**src/rtl/shift_add_mult_seq.sv**
```systemverilog
// Sequencer and X:A:B register datapath for a signed WIDTH x WIDTH shift-add
// multiplier that drives an external WIDTH+1-bit add/sub stage.
module shift_add_mult_seq #(
    parameter int WIDTH = 8
) (
    input  logic             Clk,
    input  logic             Reset_n,
    input  logic             Run,
    input  logic             ClearA_LoadB,
    input  logic [WIDTH-1:0] S,
    input  logic [WIDTH-1:0] Sum,
    input  logic             X_in,
    output logic [WIDTH-1:0] Add_A,
    output logic [WIDTH-1:0] Add_B,
    output logic             Add,
    output logic             Sub,
    output logic [WIDTH-1:0] Aval,
    output logic [WIDTH-1:0] Bval,
    output logic             Xval,
    output logic             Done,
    output logic [1:0]       dbg_state
);

    localparam int CW = (WIDTH > 1) ? $clog2(WIDTH) : 1;
    localparam logic [CW-1:0] LAST = CW'(WIDTH - 1);

    typedef enum logic [1:0] {
        IDLE  = 2'd0,
        ADD   = 2'd1,
        SHIFT = 2'd2,
        DONE  = 2'd3
    } state_t;

    state_t          state_q, state_d;
    logic [WIDTH-1:0] a_q, a_d;
    logic [WIDTH-1:0] b_q, b_d;
    logic [WIDTH-1:0] m_q, m_d;
    logic             x_q, x_d;
    logic [CW-1:0]    cnt_q, cnt_d;
    logic             last_step;

    assign last_step = (cnt_q == LAST);

    always_ff @(posedge Clk or negedge Reset_n) begin
        if (!Reset_n) begin
            state_q <= IDLE;
            a_q     <= '0;
            b_q     <= '0;
            m_q     <= '0;
            x_q     <= 1'b0;
            cnt_q   <= '0;
        end else begin
            state_q <= state_d;
            a_q     <= a_d;
            b_q     <= b_d;
            m_q     <= m_d;
            x_q     <= x_d;
            cnt_q   <= cnt_d;
        end
    end

    always_comb begin
        state_d = state_q;
        a_d     = a_q;
        b_d     = b_q;
        m_d     = m_q;
        x_d     = x_q;
        cnt_d   = cnt_q;
        Add     = 1'b0;
        Sub     = 1'b0;
        case (state_q)
            IDLE: begin
                // Run takes priority over ClearA_LoadB; B keeps the multiplier.
                if (Run) begin
                    a_d     = '0;
                    x_d     = 1'b0;
                    m_d     = S;
                    cnt_d   = '0;
                    state_d = ADD;
                end else if (ClearA_LoadB) begin
                    a_d = '0;
                    x_d = 1'b0;
                    b_d = S;
                end
            end
            ADD: begin
                // The sign bit of the multiplier carries weight -2^(W-1): subtract.
                Add = b_q[0] & ~last_step;
                Sub = b_q[0] & last_step;
                if (b_q[0]) begin
                    a_d = Sum;
                    x_d = X_in;
                end
                state_d = SHIFT;
            end
            SHIFT: begin
                a_d = {x_q, a_q[WIDTH-1:1]};
                b_d = {a_q[0], b_q[WIDTH-1:1]};
                if (last_step) begin
                    state_d = DONE;
                end else begin
                    cnt_d   = cnt_q + 1'b1;
                    state_d = ADD;
                end
            end
            DONE: begin
                if (!Run) state_d = IDLE;
            end
            default: state_d = IDLE;
        endcase
    end

    assign Add_A     = a_q;
    assign Add_B     = m_q;
    assign Aval      = a_q;
    assign Bval      = b_q;
    assign Xval      = x_q;
    assign Done      = (state_q == DONE);
    assign dbg_state = state_q;

endmodule

```
**config.mk**
```make
export PLATFORM = sky130hd
export DESIGN_NAME = shift_add_mult_seq
export DESIGN_NICKNAME = d
export VERILOG_FILES = /design/src/rtl/shift_add_mult_seq.sv
export SDC_FILE = /design/constraint.sdc
export NUM_CORES = 1
export LEC_CHECK = 0
export ABC_AREA = 1
export BUFFER_PORTS_ARGS = -buffer_cell sky130_fd_sc_hd__buf_2
export CAP_MARGIN = 25
export CORE_ASPECT_RATIO = 0.7
export CORE_MARGIN = 5
export CORE_UTILIZATION = 35
export CTS_CLUSTER_DIAMETER = 30
export DETAILED_ROUTE_END_ITERATION = 8
export GPL_TIMING_DRIVEN = 0
export PLACE_DENSITY_LB_ADDON = 0.15
export SLEW_MARGIN = 15
export SYNTH_ARGS = -nofsm -noshare
export SYNTH_HDL_FRONTEND = slang
export SYNTH_SLANG_ARGS = --single-unit
```
**constraint.sdc**
```tcl
create_clock -name Clk -period 1.5 [get_ports Clk]
set_input_delay 0.3 -clock Clk [delete_from_list [all_inputs] [get_ports Clk]]
set_output_delay 0.3 -clock Clk [all_outputs]
set_load 0.01 [all_outputs]
```
# After elaboration in Yosys (flattened, before gate mapping)
# Index checks and enable logic that the tools add are counted.
totals:
  reg_bits: 30
  input_bits: 21
  output_inout_bits: 38
  elab_cells: 51
op_classes:
  n_addsub: 1
  eq_ne: 11
  muxes: 20
  bitwise_logic: 3
  reduce_logical: 10
op_table:
  columns: ["op", "n"]
  rows:
  - ["8-bit 2-to-1 mux", 5]
  - ["8-bit case mux with 3 select lines", 1]
  - ["8-bit case mux with 2 select lines", 1]
  - ["2-bit inequality test (second input constant)", 6]
  - ["3-bit AND reduction", 4]
  - ["2-bit case mux with 4 select lines", 1]
  - ["2-bit 2-to-1 mux", 3]
  - ["3-bit 2-to-1 mux", 2]
  - ["3-bit case mux with 2 select lines", 1]
  - ["1-bit 2-to-1 mux", 5]
  - ["2-bit equality test (second input constant)", 2]
  - ["2-bit AND reduction", 2]
  - ["2-bit nonzero test", 2]
  - ["3-bit by 1-bit adder with 3-bit output (second input constant)", 1]
  - ["3-bit equality test (second input constant)", 1]
  - ["3-bit inequality test (second input constant)", 1]
  - ["3-bit nonzero test", 1]
  - ["1-bit bitwise AND", 2]
  - ["2-bit by 1-bit equality test with 1-bit output (second input constant)", 1]
  - ["2-bit logical NOT", 1]
  - ["1-bit case mux with 2 select lines", 1]
  - ["1-bit NOT", 1]

# Longest topological paths before layout
depth:
  depth_word: 4
  ltp_mapped: 8
  mapped_depth_nobuf: 8

# Worst setup path before layout
# Ideal clock, no wire load.
synth_timing:
  kind: "flip-flop to flip-flop"
  startpoint: "register state_q[1], in the netlist dbg_state[1]"
  endpoint: "register a_q[0], in the netlist Add_A[0]"
  t_arrival_ps: 1320
  required_time_ps: 1384
  path_slack_ps: 64
  stages_incl_launch_ff: 8
  n_path_buf: 1
  period_less_slack_ps: 1436
  cell_sequence: "dfrtp_1 > inv_1 > ha_1 > buf_2 > a21oi_1 > nand2_2 > nand2_1 > nand2_1"
synth_via:
  elab_chain_cells: 3
synth_rtl:
  columns: ["element", "line", "rtl"]
  rows:
  - ["start: declaration", "34", "state_t state_q, state_d;"]
  - ["start signal: assignment", "53", "state_q <= state_d;"]
  - ["2-bit by 1-bit equality test with 1-bit output, or another cell as far along", "71", "case (state_q)"]
  - ["2-bit inequality test (no source line), or another cell as far along", null, null]
  - ["3-bit AND reduction (no source line)", null, null]
  - ["end signal: assignment", "47", "a_q <= '0;"]
  - ["end signal: assignment", "54", "a_q <= a_d;"]
  - ["end: declaration", "35", "logic [WIDTH-1:0] a_q, a_d;"]
# Several ways; a longest one is shown, not always the timed one.
# A chain may end at the register's enable or synchronous reset.

# Final worst setup path
layout_timing:
  startpoint: "register cnt_q[0]"
  endpoint: "output Add"
layout_via:
  elab_chain_cells: 4
layout_rtl:
  columns: ["element", "line", "rtl"]
  rows:
  - ["start: declaration", "39", "logic [CW-1:0] cnt_q, cnt_d;"]
  - ["start signal: assignment", "58", "cnt_q <= cnt_d;"]
  - ["3-bit equality test", "42", "assign last_step = (cnt_q == LAST);"]
  - ["1-bit NOT", "88", "Add = b_q[0] & ~last_step;"]
  - ["1-bit bitwise AND", "88", null]
  - ["1-bit 2-to-1 mux", "71", null]
  - ["end: declaration", "15", "output logic Add,"]
# Every way passes these cells.

==> impl_metrics.py <==
metrics = {
    "final_layout": {
        "n_fill_cell": 474,
        "drive_above_1_share_pct": 39.0,
        "diodes": 0,
        "area_delta_synth_final_pct": 38.3,
        "final_cell_area_mm2": 0.00234,
        "final_nets": 320,
        "multi_input_area_um2": 880,
        "regArea_um2": 753,
    },
    "route": {
        "detail_route.vias_per_cell": 4.72,
        "drt-initial-drc-count": 74,
        "vias": 1638,
        "ant_nets": 0,
        "drc": 0,
        "wl_mm": 4.47,
        "wire_per_inst_um": 12.9,
        "dr.pass1.iters": 4,
    },
    "grt": {
        "grt_pass1_wl_mm": 7.20,
        "grt_pass1_vias": 1443,
        "grt_max_degree": 31,
        "antenna_found_initial": 0,
        "grt_util_all_layers_pct": 14.7,
        "grt_overflow": 0,
    },
    "outcome": {
        "outcome": "complete, but fails checks",
        "violations": "negative setup slack",
    },
    "timing": {
        "setup_viol": 2,
        "slew_violations": 0,
        "worst_pin_slew_ps": 691,
        "max-slew-margin-rel_pct": 53.9,
        "fin_crit_ps": 1600,
        "hold_viol": 0,
        "hold_slack_ps": 60.4,
        "fin_skew_ps": 7.42,
        "fin_ws_ps": -97.6,
        "setup_tns_ps": -167,
        "fmax_mhz": 626,
        "min_period_over_period_pct": 107,
        "rsz0062_at_grt": "yes",
    },
    "synthesis": {
        "synth_area_leaders": "dfrtp_1 44%, nand2_1 20%, ha_1 7.4%, o21ai_0 6.8%, buf_4 4.0%",
        "syn-cell-area_mm2": 0.00169,
        "seq_area_frac_synth_pct": 44.4,
        "netlist_instances": 218,
        "synth.distinct_cells": 19,
        "postSynthAreaPerCell_um2": 7.75,
        "synth_top_area_share_pct": 44.4,
        "synth-async-reset-ratio_pct": 100,
        "synth_edf_count": 0,
        "yosys_warnings": 0,
        "synth_nets": 249,
        "yosys_most_used_dff": "dfrtp_1",
        "synth_most_common_cell": "nand2_1",
        "synth_top_area_cell": "dfrtp_1",
        "synth-seq-cells": 30,
        "yosys-top-cells-count": "92 x nand2_1, 30 x dfrtp_1, 23 x o21ai_0",
    },
    "setup_path": {
        "critPathMaxFanout": 3,
        "start_kind": "flip-flop",
        "cpMaxStageDelayCell": "dfrtp_1",
        "critPathArrivalTime_ps": 1300,
        "path_cells": "ha_4 > ha_4 > nor2_2 > buf_2",
        "end_kind": "primary output",
        "crit_required_ps": 1200,
        "slowest_delay_ps": 420,
        "critPathMostFrequentCell": "ha_4",
        "crit_type": "reg -> out",
    },
    "die": {
        "initial_core_util_pct": 35.7,
        "die-area_mm2": 0.00634,
        "core-area_mm2": 0.00473,
        "num_rows": 21,
        "dieWidth_um": 93.0,
        "ios": 59,
        "chipHeight_um": 68.1,
    },
    "place": {
        "placed_cell_area_mm2": 0.00205,
        "gp_congestion": 0.731,
        "portBuffers": 58,
        "dp_hpwl_mm": 3.20,
    },
    "flow_run": {
        "maxCapViolations": 0,
    },
    "power": {
        "power_mw": 5.02,
        "ir_drop_mv": 0.901,
        "power.leakage_nw": 1.26,
        "p_per_area_mw_per_mm2": 2150,
    },
    "clock_tree": {
        "cts_tree": "yes",
        "clock_latency_ps": 280,
        "cts_buffers": 5,
        "clk_path_buf_depth": 2,
        "clk_pin_slew_worst_paths_ps": 70,
        "cts_sinks": 30,
        "cts-root-buf": "clkbuf_8",
        "cts_max_level": 2,
    },
    "worst_hold_path": {
        "hold_class": "in -> async",
    },
}
==> registers in the layout (all words and copies together), names as in the netlist <==
register	cells
Add_A	8
Add_B	8
Bval	8
cnt_q	3
dbg_state	2
Xval	1
==> placed cells by master, fill, tap and decap left out, types with 3 or more instances in the layout <==
cell type  synthesis  layout
nand2_1           92      89
buf_2              2      58
dfrtp_1           30      28
o21ai_0           23      23
inv_1             18      15
buf_4              9      13
nand3_1            9       9
a21oi_1            9       7
ha_4               0       6
clkbuf_8           0       6
buf_6              2       4
inv_2              1       3
nand2_2            1       3
nor2_2             0       3
nand2_4            2       3
ha_1              10       3
==> logic make-up (layout without fill, tap and decap cells) <==
logic type	count (synthesis)	count (layout)	share of synthesized area (%)
AO/OA/AOI/OAI	33	33	10.0
adder cells (fa/ha/maj)	10	10	7.41
buffers and inverters	32	104	10.1
AND/OR/NAND/NOR	113	113	28.0
flip-flops	30	30	44.4
==> power breakdown <==
group / total [mW] / internal, mW / switching, mW
Combinational: 2.83 / 1.19 / 1.64
Sequential: 1.52 / 1.19 / 0.325
Clock: 0.682 / 0.368 / 0.314
Total: 5.02 / 2.75 / 2.28
==> critical path: cells and delay by family, from the launching register on <==
family        cells  cell delay, ps
fa+ha+maj         2             360
buf+inv           1             140
flops             1             420
simple gates      1             100
==> path summary, 6_finish.rpt <==
path                                                from                        to  slack (ps)  cells past startpoint
worst min-delay path                             Reset_n      cnt_q[0]$_DFFE_PN0P_          60                      1
worst min register to register      Add_B[0]$_DFFE_PN0P_      Add_B[0]$_DFFE_PN0P_         480                      2
worst max-delay path                cnt_q[0]$_DFFE_PN0P_                       Add        -100                      4
max in group asynchronous                        Reset_n  dbg_state[0]$_DFFE_PN0P_         960                      1
min in group Clk                                    S[4]      Add_B[4]$_DFFE_PN0P_         280                      3
worst max register to register  dbg_state[0]$_DFFE_PN0P_      Add_A[4]$_DFFE_PN0P_          70                      7
==> routing by layer <==
metal	routed length [um]	share of wire [%]	track usage, %
met1	2210	49	20.1
met2	1970	44	22.8
met3	250	5.6	3.85
met4	44	0.98	4.94
met5	0	0	0
==> stage by stage <==
step                utilization (%)  std cells  setup slack [ps]
floorplan                         -        218              63.9
global placement               43.4        333             -77.0
detailed placement             43.4        333              -141
CTS                            47.1        345             -74.5
global route                   49.4        347              -133
finish                         49.4        347             -97.6
==> area by class of cell <==
class                      instances  share of cell area (%)
buffer                            13                    5.03
multi-input combinational        156                    37.7
clock inverter                     2                   0.536
clock buffer                       6                    3.54
sequential                        30                    32.2
tap                               57                    3.05
timing repair buffer              64                    14.8
inverter                          19                    3.16
==> repair_timing <==
action | CTS | global route
setup buffers | 4 | 2
hold buffers | 0 | 0
resized for setup | 16 | 21
pin swaps | 3 | 5
endpoints found under the setup margin | 31 | 16
(Power assumes the default switching activity.)
